File: src/rtl/fifo_uart_tx_if.sv
// Connection bundle between a sync_fifo read port and the fifo_uart_tx serial stage.
// fifo_rd_en is a one-cycle pop request that is only raised while the stage is idle.
// Standard mode: fifo_valid marks fifo_data for the single cycle after that pop.
// FWFT mode: fifo_data is the head word whenever fifo_empty is low, and fifo_valid is unused.
interface fifo_uart_tx_if #(
  parameter int WIDTH = 8
);
  logic [WIDTH-1:0] fifo_data;
  logic             fifo_empty;
  logic             fifo_valid;
  logic             fifo_rd_en;
  logic             tx;
  logic             busy;
  logic             frame_done;
  logic             rd_err;
  logic [15:0]      frame_count;

  modport master (
    input  fifo_data, fifo_empty, fifo_valid,
    output fifo_rd_en, tx, busy, frame_done, rd_err, frame_count
  );

  modport slave (
    output fifo_data, fifo_empty, fifo_valid,
    input  fifo_rd_en, tx, busy, frame_done, rd_err, frame_count
  );
endinterface

File: src/rtl/fifo_uart_tx.sv
// Drains words from a sync_fifo and sends each as an async serial frame:
// start bit, WIDTH data bits LSB-first, optional even parity, STOP_BITS stop bits.
module fifo_uart_tx #(
  parameter int WIDTH        = 8,
  parameter int CLKS_PER_BIT = 16,
  parameter int PARITY_EN    = 0,
  parameter int STOP_BITS    = 1,
  parameter int FWFT         = 0
) (
  input  logic           clk,
  input  logic           rst,
  fifo_uart_tx_if.master bus,
  output logic [2:0]     dbg_state
);
  localparam int CW = (CLKS_PER_BIT > 1) ? $clog2(CLKS_PER_BIT) : 1;
  localparam int BW = $clog2(WIDTH + 1);
  localparam logic [CW-1:0] CLK_LAST  = CW'(CLKS_PER_BIT - 1);
  localparam logic [BW-1:0] BIT_LAST  = BW'(WIDTH - 1);
  localparam logic [BW-1:0] STOP_LAST = BW'(STOP_BITS - 1);

  typedef enum logic [2:0] {IDLE, WAIT, START, DATA, PARITY, STOP} state_t;

  state_t           state, state_nx;
  logic [CW-1:0]    clk_cnt, clk_cnt_nx;
  logic [BW-1:0]    bit_cnt, bit_cnt_nx;
  logic [1:0]       wait_cnt, wait_cnt_nx;
  logic [WIDTH-1:0] shreg, shreg_nx, shreg_shr;
  logic             par, par_nx;
  logic             tx_q, tx_nx;
  logic             busy_q, busy_nx;
  logic             rd_en_q, rd_en_nx;
  logic             done_q, done_nx;
  logic             err_q, err_nx;
  logic [15:0]      cnt_q, cnt_nx;
  logic             bit_end;

  assign bit_end   = (clk_cnt == CLK_LAST);
  assign shreg_shr = shreg >> 1;

  always_comb begin
    state_nx    = state;
    clk_cnt_nx  = '0;
    bit_cnt_nx  = bit_cnt;
    wait_cnt_nx = wait_cnt;
    shreg_nx    = shreg;
    par_nx      = par;
    tx_nx       = tx_q;
    busy_nx     = busy_q;
    rd_en_nx    = 1'b0;
    done_nx     = 1'b0;
    err_nx      = 1'b0;
    cnt_nx      = cnt_q;
    if (state != IDLE && state != WAIT) begin
      clk_cnt_nx = bit_end ? '0 : clk_cnt + 1'b1;
    end
    case (state)
      IDLE: begin
        tx_nx = 1'b1;
        if (!bus.fifo_empty) begin
          rd_en_nx = 1'b1;
          if (FWFT != 0) begin
            // Head word is already on fifo_data, so the start bit goes out now.
            shreg_nx = bus.fifo_data;
            par_nx   = ^bus.fifo_data;
            tx_nx    = 1'b0;
            busy_nx  = 1'b1;
            state_nx = START;
          end else begin
            wait_cnt_nx = '0;
            state_nx    = WAIT;
          end
        end
      end
      WAIT: begin
        if (bus.fifo_valid) begin
          shreg_nx = bus.fifo_data;
          par_nx   = ^bus.fifo_data;
          tx_nx    = 1'b0;
          busy_nx  = 1'b1;
          state_nx = START;
        end else if (wait_cnt == 2'd3) begin
          err_nx   = 1'b1;
          state_nx = IDLE;
        end else begin
          wait_cnt_nx = wait_cnt + 1'b1;
        end
      end
      START: begin
        if (bit_end) begin
          tx_nx      = shreg[0];
          bit_cnt_nx = '0;
          state_nx   = DATA;
        end
      end
      DATA: begin
        if (bit_end) begin
          if (bit_cnt == BIT_LAST) begin
            bit_cnt_nx = '0;
            if (PARITY_EN != 0) begin
              tx_nx    = par;
              state_nx = PARITY;
            end else begin
              tx_nx    = 1'b1;
              state_nx = STOP;
            end
          end else begin
            bit_cnt_nx = bit_cnt + 1'b1;
            shreg_nx   = shreg_shr;
            tx_nx      = shreg_shr[0];
          end
        end
      end
      PARITY: begin
        if (bit_end) begin
          tx_nx      = 1'b1;
          bit_cnt_nx = '0;
          state_nx   = STOP;
        end
      end
      STOP: begin
        if (bit_end) begin
          if (bit_cnt == STOP_LAST) begin
            busy_nx  = 1'b0;
            done_nx  = 1'b1;
            cnt_nx   = cnt_q + 16'd1;
            state_nx = IDLE;
          end else begin
            bit_cnt_nx = bit_cnt + 1'b1;
          end
        end
      end
      default: state_nx = IDLE;
    endcase
  end

  always_ff @(posedge clk or posedge rst) begin
    if (rst) begin
      state    <= IDLE;
      clk_cnt  <= '0;
      bit_cnt  <= '0;
      wait_cnt <= '0;
      shreg    <= '0;
      par      <= 1'b0;
      tx_q     <= 1'b1;
      busy_q   <= 1'b0;
      rd_en_q  <= 1'b0;
      done_q   <= 1'b0;
      err_q    <= 1'b0;
      cnt_q    <= '0;
    end else begin
      state    <= state_nx;
      clk_cnt  <= clk_cnt_nx;
      bit_cnt  <= bit_cnt_nx;
      wait_cnt <= wait_cnt_nx;
      shreg    <= shreg_nx;
      par      <= par_nx;
      tx_q     <= tx_nx;
      busy_q   <= busy_nx;
      rd_en_q  <= rd_en_nx;
      done_q   <= done_nx;
      err_q    <= err_nx;
      cnt_q    <= cnt_nx;
    end
  end

  assign bus.tx          = tx_q;
  assign bus.busy        = busy_q;
  assign bus.fifo_rd_en  = rd_en_q;
  assign bus.frame_done  = done_q;
  assign bus.rd_err      = err_q;
  assign bus.frame_count = cnt_q;
  assign dbg_state       = state;
endmodule

File: src/flat_wrapper.sv
// flat-port wrapper written by rule: the top's interface ports become plain ports
module fifo_uart_tx_flat 
#(
  parameter int WIDTH        = 8,
  parameter int CLKS_PER_BIT = 16,
  parameter int PARITY_EN    = 0,
  parameter int STOP_BITS    = 1,
  parameter int FWFT         = 0
)
  (clk, rst, dbg_state, bus_fifo_data, bus_fifo_empty, bus_fifo_valid, bus_fifo_rd_en, bus_tx, bus_busy, bus_frame_done, bus_rd_err, bus_frame_count);
  fifo_uart_tx_if #(.WIDTH(WIDTH)) bus_i ();
  input  logic clk;
  input  logic rst;
  output logic [2:0] dbg_state;
  input wire logic [$bits(bus_i.fifo_data)-1:0] bus_fifo_data;
  input wire logic [$bits(bus_i.fifo_empty)-1:0] bus_fifo_empty;
  input wire logic [$bits(bus_i.fifo_valid)-1:0] bus_fifo_valid;
  output wire logic [$bits(bus_i.fifo_rd_en)-1:0] bus_fifo_rd_en;
  output wire logic [$bits(bus_i.tx)-1:0] bus_tx;
  output wire logic [$bits(bus_i.busy)-1:0] bus_busy;
  output wire logic [$bits(bus_i.frame_done)-1:0] bus_frame_done;
  output wire logic [$bits(bus_i.rd_err)-1:0] bus_rd_err;
  output wire logic [$bits(bus_i.frame_count)-1:0] bus_frame_count;
  assign bus_i.fifo_data = bus_fifo_data;
  assign bus_i.fifo_empty = bus_fifo_empty;
  assign bus_i.fifo_valid = bus_fifo_valid;
  assign bus_fifo_rd_en = bus_i.fifo_rd_en;
  assign bus_tx = bus_i.tx;
  assign bus_busy = bus_i.busy;
  assign bus_frame_done = bus_i.frame_done;
  assign bus_rd_err = bus_i.rd_err;
  assign bus_frame_count = bus_i.frame_count;
  fifo_uart_tx #(.WIDTH(WIDTH), .CLKS_PER_BIT(CLKS_PER_BIT), .PARITY_EN(PARITY_EN), .STOP_BITS(STOP_BITS), .FWFT(FWFT)) u_core (.clk(clk), .rst(rst), .bus(bus_i), .dbg_state(dbg_state));
endmodule
File: config.mk
export PLATFORM = sky130hd
export DESIGN_NAME = fifo_uart_tx_flat
export DESIGN_NICKNAME = d
export VERILOG_FILES = /design/src/rtl/fifo_uart_tx_if.sv /design/src/rtl/fifo_uart_tx.sv /design/src/flat_wrapper.sv
export SDC_FILE = /design/constraint.sdc
export NUM_CORES = 1
export LEC_CHECK = 0
export BUFFER_PORTS_ARGS = -buffer_cell sky130_fd_sc_hd__buf_2
export CAP_MARGIN = 20
export CORE_AREA = 2 2 87 89
export DETAILED_ROUTE_END_ITERATION = 10
export DIE_AREA = 0 0 89 91
export PLACE_DENSITY_LB_ADDON = 0.25
export SYNTH_ARGS = -nofsm -noshare
export SYNTH_HDL_FRONTEND = slang
export SYNTH_SLANG_ARGS = --single-unit
File: constraint.sdc
create_clock -name clk -period 5.27 [get_ports clk]
set_input_delay 0.527 -clock clk [delete_from_list [all_inputs] [get_ports clk]]
set_output_delay 0.527 -clock clk [all_outputs]
set_load 0.01 [all_outputs]
==> summary.md <==
| Metric | Value |
|---|---|
| CTS tree | `yes` |
| CP required | `5.47 ns` |
| DRT Pass-1 Iters | `4` |
| Buf+Inv Stages, Crit Path | `1` |
| Layout cells sized above 1 | `22.5%` |
| Synth area leader | `dfrtp_1` |
| WS Path Type | `reg2reg` |
| Total wire length | `4120 µm` |
| Hold Vio Cnt, Final | `0` |
| Fmax achieved | `435 MHz` |
| Cts hold-fix bufs | `0` |
| Crit path launch type | `register` |
| Cell Chain, Critical Path | `inv_1 > ha_1 > or3b_4 > nor3_4 > nand3_2 > or3_4 > xnor2_2` |
| Final setup fails | `0` |
| Sequential share of the synthesized area | `50.4%` |
| Depth of the CTS H-tree | `2` |
| Top-area cell type share of the netlist area | `49.2%` |
| Layout fillers | `759` |
| Syn Nets | `223` |
| Yosys reg bits | `42` |
| Rows | `31` |
| # diodes | `0` |
| PostCTS Resize Cnt | `0` |
| Die X | `89 µm` |
| Die H | `91 µm` |
| Pleak | `1.20 nW` |
| Final HPWL DP | `2930 µm` |
| Synth Cell Area | `2090 µm²` |
| Drt drc | `0` |
| Power density over the cells | `228 nW/µm²` |
| Number of synthesized flops with an enable pin | `0` |
| Final slew viol count | `0` |
| Routability cong. | `0.762` |
| R2r startpoint | `u_core.bit_cnt[0]` |
| Mapped Avg Cell Area | `10.1 µm²` |
| Top_reg_cell synth | `dfrtp_1` |
| CP max stage delay | `0.43 ns` |
| NumNets Final | `260` |
| Period minus WS final | `2.30 ns` |
| Vias in the first global route | `1520` |
| Status | `complete, no violations` |
| Worst Path Max Fanout | `9` |
| CTS root buf | `clkbuf_8` |
| Iter 0 DRT Violations | `70` |
| Slew margin rel. | `62.6%` |
| DR vias/cell | `4.50` |
| CTS Buf Count | `5` |
| Routed WL per cell | `12.0 µm` |
| Post-Route Setup TNS | `0 ns` |
| Clk Latency, worst-skew pair | `0.30 ns` |
| Global route overflow | `0` |
| R2R Setup Slk | `2.97 ns` |
| Initial core utilization | `29.2%` |
| I/O Buffers | `35` |
| First-pass GRT wire length | `7200 µm` |
| Synth Warn # | `0` |
| Final setup skew | `0.0148 ns` |
| Tightest Pin Transition | `0.559 ns` |
| Vias | `1544` |
| Post-DRT Antenna Nets | `0` |
| Top delay family on crit path | `simple AND/OR/NAND/NOR gates` |
| R2R cell count | `7` |
| VDD IR max | `0.0000861 V` |
| Synth unique cells | `41` |
| Area of the core | `7140 µm²` |
| Number of antenna violations at the first check in global routing | `0` |
| Arrival @ worst endpoint | `2.50 ns` |
| Worst-path clk slew | `0.10 ns` |
| Gate Count Post-Synth | `206` |
| I/O pins | `36` |
| Clk buf depth | `2` |
| # clock sinks | `42` |
| GRT Overall Usage | `11.3%` |
| Area Overhead vs Synth | `18.2%` |
| Crit share post-route | `43.6%` |
| RSZ-0062 raised after global routing | `false` |
| Crit end category | `register` |
| Top cells by area, synth | `dfrtp_1 (49%), xor2_1 (3.8%), nor2_1 (3.6%)` |
| FFs w/ async S/R, synth | `100%` |
| Hold_ws | `0.351 ns` |
| Die area | `8100 µm²` |
| Post-CTS setup repair buffer count | `0` |
| RR Endpoint | `u_core.bus.frame_count[15]` |
| Slowest cell on crit path | `dfrtp_1` |
| Tightest Hold Check Type | `in2async` |
| MaxCap Viol Count | `0` |
| Largest net degree at the start of global routing | `43` |
-- kinds of logic after synthesis --
group	count (synthesis)	share of synthesized area, %
AO/OA/AOI/OAI	38	11.3
adder cells (fa/ha/maj)	5	3.00
multiplexers	8	3.90
buffers and inverters	17	3.12
flip-flops	42	50.4
XOR/XNOR	18	7.92
AND/OR/NAND/NOR	78	20.3
-- state kept, by name (all words and copies together) (netlist names) --
register	count
u_core.bus.busy	1
u_core.bus.tx	1
u_core.bus.fifo_rd_en	1
u_core.shreg	8
u_core.clk_cnt	4
u_core.bus.frame_count	16
u_core.bit_cnt	4
u_core.dbg_state	3
u_core.bus.frame_done	1
u_core.wait_cnt	2
u_core.bus.rd_err	1
-- stage by stage --
| stage | setup slack, ns | instance area (µm²) | util, % | power [mW] | instances |
|---|---|---|---|---|---|
| floorplan | 3.11 | 2090 | - | 0.342 | 206 |
| global placement | 3.00 | 2370 | 33.2 | 0.350 | 335 |
| detailed placement | 2.94 | 2370 | 33.2 | 0.350 | 335 |
| CTS | 2.95 | 2460 | 34.5 | 0.574 | 343 |
| global route | 2.84 | 2460 | 34.5 | 0.590 | 343 |
| finish | 2.97 | 2460 | 34.5 | 0.561 | 343 |
-- layout make-up --
cell class,count,area (µm²),area share (%)
clock buffers,5,68.8,2.79
clock inverters,3,23.8,0.964
inverters,10,37.5,1.52
multi-input cells,147,968,39.3
flip-flops and latches,42,1050,42.7
well taps,99,124,5.03
repair buffers,37,190,7.72
-- metal layers --
| layer | vias to the layer above | wire [µm] | part of all wire, % | global-route usage, % |
|---|---|---|---|---|
| met1 | 717 | 2170 | 53 | 16.5 |
| met5 | - | 0 | 0 | 0 |
| met4 | 0 | 55 | 1.3 | 3.36 |
| met3 | 5 | 155 | 3.8 | 2.91 |
| li1 | 788 | - | - | - |
| met2 | 34 | 1740 | 42 | 16.3 |
-- worst max path at each step --
| stage | start | endpoint | slack, ns | depth (start not counted) |
|---|---|---|---|---|
| after floorplan | u_core.bit_cnt[0] | u_core.bus.frame_count[15] | 3.11 | 7 |
| after global placement | u_core.bit_cnt[0] | u_core.bus.frame_count[15] | 3.00 | 7 |
| after detailed placement | u_core.bit_cnt[0] | u_core.bus.frame_count[15] | 2.94 | 7 |
| after CTS | u_core.bit_cnt[0] | u_core.bus.frame_count[15] | 2.95 | 7 |
| after global routing | u_core.bit_cnt[0] | u_core.bus.frame_count[15] | 2.84 | 7 |
| final | u_core.bit_cnt[0] | u_core.bus.frame_count[15] | 2.97 | 7 |
-- tightest hold or removal path: cells and delay by family --
kind,cells,cell delay (ns)
buffers and inverters,3,0.58
-- placed cells by master, fill, tap and decap left out, drive strengths merged, types with 2 or more instances in the layout --
cell type  netlist  layout
inv             10      11
nand3b           3       3
nand2           16      16
clkbuf           7       5
a31oi            2       2
a22o             3       3
or3              2       2
nand2b           3       3
nand3            8       8
nand4            5       5
and3             2       2
xor2             9       9
ha               5       5
nor3b            3       3
buf              0      37
o22ai            2       2
nor2            20      20
a21oi           12      12
mux2i            7       7
clkinvlp         0       2
o21ai           12      12
nor3            10      10
nor2b            3       3
xnor2            9       9
dfrtp           41      41
-- report_power, final --
part | switching [mW] | leakage, nW | internal, mW
clock | 0.123 | 0.0408 | 0.0949
combinational | 0.0110 | 0.608 | 0.00625
sequential | 0.00133 | 0.547 | 0.325
-- cell usage after synthesis (2+ instances only) --
cell      count
a21oi_1      12
o22ai_1       2
and3_1        2
nand2b_1      3
xnor2_1       8
nor3b_1       3
clkbuf_1      6
nor3_1        9
xor2_1        9
nand4_1       4
nor2b_1       3
dfrtp_1      41
mux2i_1       7
nand3_1       7
a31oi_1       2
nor2_1       20
ha_1          5
nand2_1      16
o21ai_0      12
nand3b_1      3
a22o_1        3
inv_1        10
Power figures use the tool's default switching activity.
